[src/rtl/demux_reg_pkg.sv]
// Shared definitions for the registered 1-to-2 steering stage.
// Select encodings and default datapath/counter widths.
package demux_reg_pkg;

    localparam logic SEL_OUT1 = 1'b0;
    localparam logic SEL_OUT2 = 1'b1;

    localparam int DEF_WIDTH = 32;
    localparam int DEF_CNT_W = 16;

endpackage

[src/rtl/demux_slot.sv]
// One-entry output register slice with valid/ready handshake,
// synchronous flush and a wrapping delivered-word counter.
module demux_slot
    import demux_reg_pkg::*;
#(
    parameter int WIDTH = DEF_WIDTH,
    parameter int CNT_W = DEF_CNT_W
) (
    input  logic             clk,
    input  logic             rst_n,
    input  logic             flush_i,
    input  logic             load_i,
    input  logic [WIDTH-1:0] data_i,
    input  logic             ready_i,
    output logic             free_o,
    output logic             valid_o,
    output logic [WIDTH-1:0] data_o,
    output logic [CNT_W-1:0] cnt_o
);

    logic             valid_q, valid_d;
    logic [WIDTH-1:0] data_q, data_d;
    logic [CNT_W-1:0] cnt_q, cnt_d;
    logic             drain;

    assign drain  = valid_q && ready_i;
    assign free_o = !valid_q || ready_i;

    // Flush wins over a same-cycle load; the caller already blocks loads then.
    always_comb begin
        valid_d = valid_q;
        data_d  = data_q;
        cnt_d   = cnt_q;
        if (flush_i) begin
            valid_d = 1'b0;
        end else if (load_i) begin
            valid_d = 1'b1;
        end else if (drain) begin
            valid_d = 1'b0;
        end
        if (load_i && !flush_i) begin
            data_d = data_i;
        end
        if (drain) begin
            cnt_d = cnt_q + 1'b1;
        end
    end

    always_ff @(posedge clk) begin
        if (!rst_n) begin
            valid_q <= 1'b0;
            data_q  <= '0;
            cnt_q   <= '0;
        end else begin
            valid_q <= valid_d;
            data_q  <= data_d;
            cnt_q   <= cnt_d;
        end
    end

    assign valid_o = valid_q;
    assign data_o  = data_q;
    assign cnt_o   = cnt_q;

endmodule

[src/rtl/demux_reg.sv]
// Registered 1-to-2 steering stage: routes one input word to one
// of two independently back-pressured one-entry output slots.
module demux_reg
    import demux_reg_pkg::*;
#(
    parameter int WIDTH = DEF_WIDTH,
    parameter int CNT_W = DEF_CNT_W
) (
    input  logic             clk,
    input  logic             rst_n,
    input  logic             flush,
    input  logic             in_valid,
    output logic             in_ready,
    input  logic             sel,
    input  logic [WIDTH-1:0] data_in,
    output logic             out1_valid,
    input  logic             out1_ready,
    output logic [WIDTH-1:0] data_out_1,
    output logic             out2_valid,
    input  logic             out2_ready,
    output logic [WIDTH-1:0] data_out_2,
    output logic [CNT_W-1:0] cnt_out1,
    output logic [CNT_W-1:0] cnt_out2
);

    logic free1, free2;
    logic accept, load1, load2;

    assign in_ready = !flush && ((sel == SEL_OUT2) ? free2 : free1);
    assign accept   = in_valid && in_ready;
    assign load1    = accept && (sel == SEL_OUT1);
    assign load2    = accept && (sel == SEL_OUT2);

    demux_slot #(
        .WIDTH (WIDTH),
        .CNT_W (CNT_W)
    ) u_slot1 (
        .clk     (clk),
        .rst_n   (rst_n),
        .flush_i (flush),
        .load_i  (load1),
        .data_i  (data_in),
        .ready_i (out1_ready),
        .free_o  (free1),
        .valid_o (out1_valid),
        .data_o  (data_out_1),
        .cnt_o   (cnt_out1)
    );

    demux_slot #(
        .WIDTH (WIDTH),
        .CNT_W (CNT_W)
    ) u_slot2 (
        .clk     (clk),
        .rst_n   (rst_n),
        .flush_i (flush),
        .load_i  (load2),
        .data_i  (data_in),
        .ready_i (out2_ready),
        .free_o  (free2),
        .valid_o (out2_valid),
        .data_o  (data_out_2),
        .cnt_o   (cnt_out2)
    );

endmodule

[config.mk]
export PLATFORM = sky130hd
export DESIGN_NAME = demux_reg
export DESIGN_NICKNAME = d
export VERILOG_FILES = /design/src/rtl/demux_reg_pkg.sv /design/src/rtl/demux_slot.sv /design/src/rtl/demux_reg.sv
export SDC_FILE = /design/constraint.sdc
export NUM_CORES = 1
export LEC_CHECK = 0
export CORE_MARGIN = 8
export CORE_UTILIZATION = 43
export CTS_CLUSTER_SIZE = 28
export DETAILED_ROUTE_END_ITERATION = 6
export PLACE_DENSITY = 0.8
export SETUP_SLACK_MARGIN = 0.1
export SLEW_MARGIN = 20
export SYNTH_ARGS = -nofsm -noshare
export SYNTH_HDL_FRONTEND = slang
export SYNTH_SLANG_ARGS = --single-unit
export TNS_END_PERCENT = 100
[constraint.sdc]
create_clock -name clk -period 1.9 [get_ports clk]
set_input_delay 0.38 -clock clk [delete_from_list [all_inputs] [get_ports clk]]
set_output_delay 0.38 -clock clk [all_outputs]
set_load 0.01 [all_outputs]
# Yosys cells after proc, flatten, opt, wreduce, memory -nomap -nowiden
# Cells that the tools add are included.
# word_totals
elab_cells	31
input_bits	39
out_inout_bits	99
reg_bits	98
# classes
reduce_logical	16
n_addsub	2
bitwise	2
muxes	5
# op_table
op	n
adder 16 x 1 -> 16 bit (second input constant)	2
logical AND 1 bit	8
two-way mux 1 bit	5
nonzero test 2 bit	2
zero test 1 bit	3
logical OR 1 bit	2
inverter 1 bit	2
OR reduction 2 bit	1

# Longest topological paths before layout
# depth
ltp_word	7
depth_mapped	6
ltp_nobuf	5

# Modules after synthesis
# A second synthesis with hierarchy kept.
# unflattened
hier_cells	460
area_unflattened_um2	3793.6
# modules_own_cells
module	cells_per_inst	n_inst	area_each_um2	seq_area_each_um2
demux_slot	227	2	1873.0	980.9
demux_reg	6	1	47.5	0.0

# Least setup slack after synthesis
# Ideal clock, no wire load.
# synth_path
kind	register -> register
from	register u_slot2.cnt_q[0], in the netlist u_slot2.cnt_o[0]
to	register u_slot2.cnt_q[14], in the netlist u_slot2.cnt_o[14]
slack_ps	445
path_stages_with_launch	6
setup_ps	115
synth_period_minus_slack_ps	1455
n_path_buf	0
t_arrival_ps	1340
required_ps	1785
cell_sequence	dfxtp_1 > ha_1 > nand4_2 > nor4_2 > xor2_1 > and2_1
# synth_via
elab_chain_len	1
# synth_lines
item	line_no	text
from (decl)	demux_slot.sv:23	logic [CNT_W-1:0] cnt_q, cnt_d;
from (signal assigned)	demux_slot.sv:57	cnt_q <= cnt_d;
adder 16 x 1 -> 16 bit	demux_slot.sv:45	cnt_d = cnt_q + 1'b1;
# No other way between the ends.
# A chain may end at the register's enable or synchronous reset.

# Worst setup path after layout
# layout_path
from	register u_slot1.cnt_q[2], in the netlist u_slot1.cnt_o[2]
to	output cnt_out1[2]
# layout_lines
item	line_no	text
from (decl)	demux_slot.sv:23	
from (signal assigned)	demux_slot.sv:57	
to (decl)	demux_reg.sv:22	output logic [CNT_W-1:0] cnt_out1,
# No word-level cell between the ends.

==> tab_implementation.tex <==
\begin{tabular}{lr}
\hline
Metric & Value \\
\hline
\multicolumn{2}{l}{\textbf{Outcome}} \\
\quad Outcome & complete, no violations \\
\multicolumn{2}{l}{\textbf{Worst hold path}} \\
\quad Hold path startpoint & u\_slot2.data\_o[6] \\
\quad Class of the tightest hold or removal check & flip-flop to flip-flop \\
\quad Worst Hold Path EP & u\_slot2.data\_o[6] \\
\quad Number of stages on the worst hold path & 2 \\
\multicolumn{2}{l}{\textbf{Layout}} \\
\quad Leading cell types in the layout, fill and taps excluded & sky130\_fd\_sc\_hd\_\_nand2\_1 (145), sky130\_fd\_sc\_hd\_\_clkdlybuf4s50\_1 (132), sky130\_fd\_sc\_hd\_\_dfxtp\_1 (91) \\
\quad Fin area & 5800 sq um \\
\quad Final instance count without filler cells & 717 \\
\quad Multi-input combinational cell area & 1940 sq um \\
\quad Area taken by flip-flops and latches & 1970 sq um \\
\quad Leading cell type in the layout, fill and taps excluded & sky130\_fd\_sc\_hd\_\_nand2\_1 \\
\quad Number of antenna cells inserted & 0 \\
\quad Ratio of cells with drive above 1 in the final layout & 9.41\% \\
\quad Nets@finish & 643 \\
\quad Area Growth Syn to Fin & 44.7\% \\
\quad Final-layout fill cell count & 819 \\
\multicolumn{2}{l}{\textbf{Synth}} \\
\quad Count of flip-flops with a built-in enable after synthesis & 0 \\
\quad XOR/XNOR Fraction of Synth Area & 4.15\% \\
\quad Largest family of logic cells by synthesized area & simple AND/OR/NAND/NOR gates \\
\quad Adder-Cell Fraction of Synth Area & 0.624\% \\
\quad Count of distinct cell types in the synthesized netlist & 33 \\
\quad Mean instance size in the synthesized netlist & 8.69 sq um \\
\quad Post-synth ARST share & 0\% \\
\quad Ys Warns & 0 \\
\quad Post-synthesis compound-gate area fraction & 14.5\% \\
\quad Cell area after synthesis & 4010 sq um \\
\quad Synth Instances & 461 \\
\quad Top FF cell, synth & sky130\_fd\_sc\_hd\_\_dfxtp\_1 \\
\quad Mux share of post-synthesis cell area & 1.25\% \\
\quad Total nets after synthesis & 502 \\
\quad Yosys reg bits & 98 \\
\quad Proportion of synthesized chip area in sequential cells & 49.0\% \\
\quad Post-synthesis share of cell area spent on and, or, nand and nor gates & 27.4\% \\
\multicolumn{2}{l}{\textbf{Pwr}} \\
\quad Internal Pwr Total & 2840 uW \\
\quad Reported leakage power & 0.00211 uW \\
\quad Power density over cell area & 648 nW/um\^{}2 \\
\quad Sw frac & 24.5\% \\
\quad Worst-case vdd ir drop & 0.315 mV \\
\quad Part of the total power dissipated in sequential elements & 56.5\% \\
\quad Clk pwr share & 32.8\% \\
\quad Combinational fraction of design power & 10.7\% \\
\quad Switching power of the nets & 922 uW \\
\multicolumn{2}{l}{\textbf{Clock network}} \\
\quad CTS Buffer Depth & 2 \\
\quad Clk sinks & 98 \\
\quad CTS tree & built \\
\quad Root Driver & sky130\_fd\_sc\_hd\_\_clkbuf\_8 \\
\quad Total clock buffers created by CTS & 9 \\
\quad Clk Latency, worst-skew pair & 0.35 ns \\
\quad H-tree levels & 3 \\
\quad CTS clock-pin slew for the worst setup and hold paths & 0.09 ns \\
\multicolumn{2}{l}{\textbf{Critical path}} \\
\quad Top Family by Delay on Critical Path & buffers and inverters \\
\quad Startpoint of the most critical register-to-register path & u\_slot2.cnt\_o[1] \\
\quad Total buffers and inverters traversed by the critical path & 1 \\
\quad Depth of the most critical reg-to-reg path & 5 \\
\quad Sort of element at the end of the critical path & output port \\
\quad Largest fanout of any net on the critical path & 5 \\
\quad Critical path cell sequence & clkdlybuf4s50\_1 \\
\quad Capture point of the worst reg-to-reg path & u\_slot2.cnt\_o[14] \\
\quad Worst setup SP type & flip-flop \\
\quad Highest cell delay on the worst timing path & 0.59 ns \\
\quad Max stage delay cell, worst path & sky130\_fd\_sc\_hd\_\_clkdlybuf4s50\_1 \\
\quad Arrival time of the worst setup path & 1.36 ns \\
\quad Reg2reg setup slack & 0.40 ns \\
\quad Type of the worst setup path & flip-flop to output port \\
\quad Required time at the worst-slack endpoint & 1.52 ns \\
\multicolumn{2}{l}{\textbf{Timing}} \\
\quad Setup Viol. Count Final & 0 \\
\quad Worst slew pin tran & 0.366 ns \\
\quad Total count of hold-check failures in the final report & 0 \\
\quad Fraction of the cycle the final worst path needs & 91.8\% \\
\quad Final Slew Violations & 0 \\
\quad Worst clock skew & 0.0141 ns \\
\quad Maximum clock frequency & 0.574 GHz \\
\quad Setup repair after global routing missed its margin & no \\
\quad Sum Neg Setup Slack & 0 ns \\
\quad Worst slew slack as a fraction of its limit & 75.6\% \\
\quad Final worst path period need & 1.74 ns \\
\multicolumn{2}{l}{\textbf{Floorplanning}} \\
\quad Horizontal extent of the die & 113 microns \\
\quad Initial standard-cell utilization of the core & 43.8\% \\
\quad Die height & 113 microns \\
\quad Cell row count & 35 \\
\quad Number of top-level pins & 138 \\
\quad Core area & 9150 sq um \\
\quad Overall die area & 12,700 sq um \\
\multicolumn{2}{l}{\textbf{Global route}} \\
\quad Initial antenna violation count & 0 \\
\quad Global-route wire length before repair & 17,900 microns \\
\quad Overall routing resource usage & 17.1\% \\
\quad Overflow left after global routing & 0 \\
\quad Pin count of the biggest net entering global routing & 104 \\
\quad Vias in the first global route & 3,491 \\
\multicolumn{2}{l}{\textbf{Detailed routing}} \\
\quad Post-DRT Antenna Nets & 0 \\
\quad DRT iter0 DRCs & 143 \\
\quad DRC & 0 \\
\quad Overall via count from detail\_route & 3,556 \\
\quad Mean routed wirelength per cell & 15.2 microns \\
\quad First-pass DRT Iterations & 4 \\
\quad DR vias/cell & 4.96 \\
\quad Post-Route WL & 10,900 microns \\
\multicolumn{2}{l}{\textbf{Place}} \\
\quad HPWL after DPL & 7760 microns \\
\quad GP Congestion & 0.710 \\
\quad \# port buffers & 137 \\
\quad Post-detailed-placement cell area & 5610 sq um \\
\quad Number of placed instances, taps included & 702 \\
\multicolumn{2}{l}{\textbf{Job}} \\
\quad Max-capacitance violation count & 0 \\
\hline
\end{tabular}
[worst max-delay path by stage]
stage / startpoint / end / slack [ns] / depth (start not counted)
finish: u_slot1.cnt_o[2] / cnt_out1[2] / 0.16 / 1
global route: u_slot2.cnt_o[4] / cnt_out2[4] / 0.10 / 1
CTS: out1_ready / in_ready / 0.08 / 6
detailed placement: out2_ready / in_ready / -0.27 / 5
global placement: out2_ready / in_ready / -0.27 / 5
floorplan: u_slot2.cnt_o[0] / u_slot2.cnt_o[14] / 0.45 / 5
[repair_timing]
item	4_1_cts	5_1_grt
setup endpoints to repair	2	8
gates resized for setup	5	9
pin swaps	0	0
buffers inserted	0	0
hold buffers	0	0
[per-layer routing]
| layer | global-route usage, % | vias to the layer above | routed length (microns) |
|---|---|---|---|
| li1 | - | 1799 | - |
| met1 | 20.6 | 1638 | 4800 |
| met2 | 28.2 | 104 | 5220 |
| met3 | 4.83 | 15 | 680 |
| met4 | 6.47 | 0 | 189 |
| met5 | 0 | - | 0 |
[flip-flops by register name (all words and copies together), names as in the netlist]
register / cells
u_slot1.valid_o: 1
u_slot2.cnt_o: 16
u_slot1.cnt_o: 16
u_slot2.valid_o: 1
u_slot1.data_o: 32
u_slot2.data_o: 32
[power by group through the flow]
stage / clock [uW] / sequential, uW / combinational (uW)
6_report: 1230 / 2120 / 403
5_1_grt: 1380 / 2130 / 437
4_1_cts: 1280 / 2120 / 408
3_5_place_dp: 0 / 2170 / 407
3_3_place_gp: 0 / 2170 / 400
2_1_floorplan: 0 / 2190 / 132
[synth_stat cells, types with 2 or more instances]
cell type | instances | share of area, %
sky130_fd_sc_hd__xor2_1 | 9 | 2.0
sky130_fd_sc_hd__a21boi_0 | 8 | 1.5
sky130_fd_sc_hd__dfxtp_1 | 98 | 49
sky130_fd_sc_hd__nand2b_1 | 9 | 1.4
sky130_fd_sc_hd__a21boi_1 | 63 | 12
sky130_fd_sc_hd__or3_1 | 6 | 0.94
sky130_fd_sc_hd__nor2_1 | 7 | 0.66
sky130_fd_sc_hd__inv_1 | 4 | 0.37
sky130_fd_sc_hd__buf_2 | 11 | 1.4
sky130_fd_sc_hd__nor4_2 | 4 | 1.2
sky130_fd_sc_hd__nor3_2 | 3 | 0.75
sky130_fd_sc_hd__a21oi_1 | 2 | 0.25
sky130_fd_sc_hd__o21ai_0 | 5 | 0.62
sky130_fd_sc_hd__and2_1 | 19 | 3.0
sky130_fd_sc_hd__nand4_2 | 2 | 0.62
sky130_fd_sc_hd__nand3_2 | 2 | 0.50
sky130_fd_sc_hd__nand4_1 | 7 | 1.1
sky130_fd_sc_hd__nand3_1 | 13 | 1.6
sky130_fd_sc_hd__mux2i_1 | 5 | 1.2
sky130_fd_sc_hd__xnor2_1 | 10 | 2.2
sky130_fd_sc_hd__nand2_1 | 145 | 14
sky130_fd_sc_hd__ha_1 | 2 | 0.62
sky130_fd_sc_hd__and3_1 | 2 | 0.31
sky130_fd_sc_hd__clkbuf_1 | 14 | 1.3
sky130_fd_sc_hd__nor3_1 | 3 | 0.37
[per-stage QoR]
| stage | worst slack, ns | util (%) | total power (uW) | hold WS [ns] |
|---|---|---|---|---|
| final | 0.157 | 63.3 | 3760 | 0.454 |
| after global routing | 0.102 | 63.3 | 3940 | 0.472 |
| after CTS | 0.0765 | 63.3 | 3810 | 0.458 |
| after detailed placement | -0.269 | 61.3 | 2580 | 0.445 |
| after global placement | -0.274 | 61.3 | 2570 | 0.440 |
| after floorplan | 0.445 | - | 2320 | 0.479 |
[worst register-to-register path, cell delays in order, from the launching register on]
cell and delay [ns]:
sky130_fd_sc_hd__dfxtp_1 0.39, sky130_fd_sc_hd__ha_1 0.21, sky130_fd_sc_hd__nand4_2 0.22, sky130_fd_sc_hd__nor4_2 0.35, sky130_fd_sc_hd__xor2_1 0.09, sky130_fd_sc_hd__and2_1 0.16
[cell type report]
| type | count | area share (%) |
|---|---|---|
| clock buffer | 10 | 2.37 |
| clock inverter | 5 | 0.691 |
| inverter | 4 | 0.259 |
| multi-input combinational | 334 | 33.4 |
| sequential | 98 | 34.0 |
| tap | 111 | 2.40 |
| timing repair buffer | 155 | 26.9 |
[logic make-up (layout without fill, tap and decap cells)]
| logic type | after synthesis | after routing |
|---|---|---|
| compound gates | 80 | 80 |
| mux | 5 | 5 |
| fa+ha+maj | 2 | 2 |
| simple gates | 228 | 228 |
| flops | 98 | 98 |
| buf+inv | 29 | 174 |
| xor+xnor | 19 | 19 |
Power figures use the tool's default switching activity.
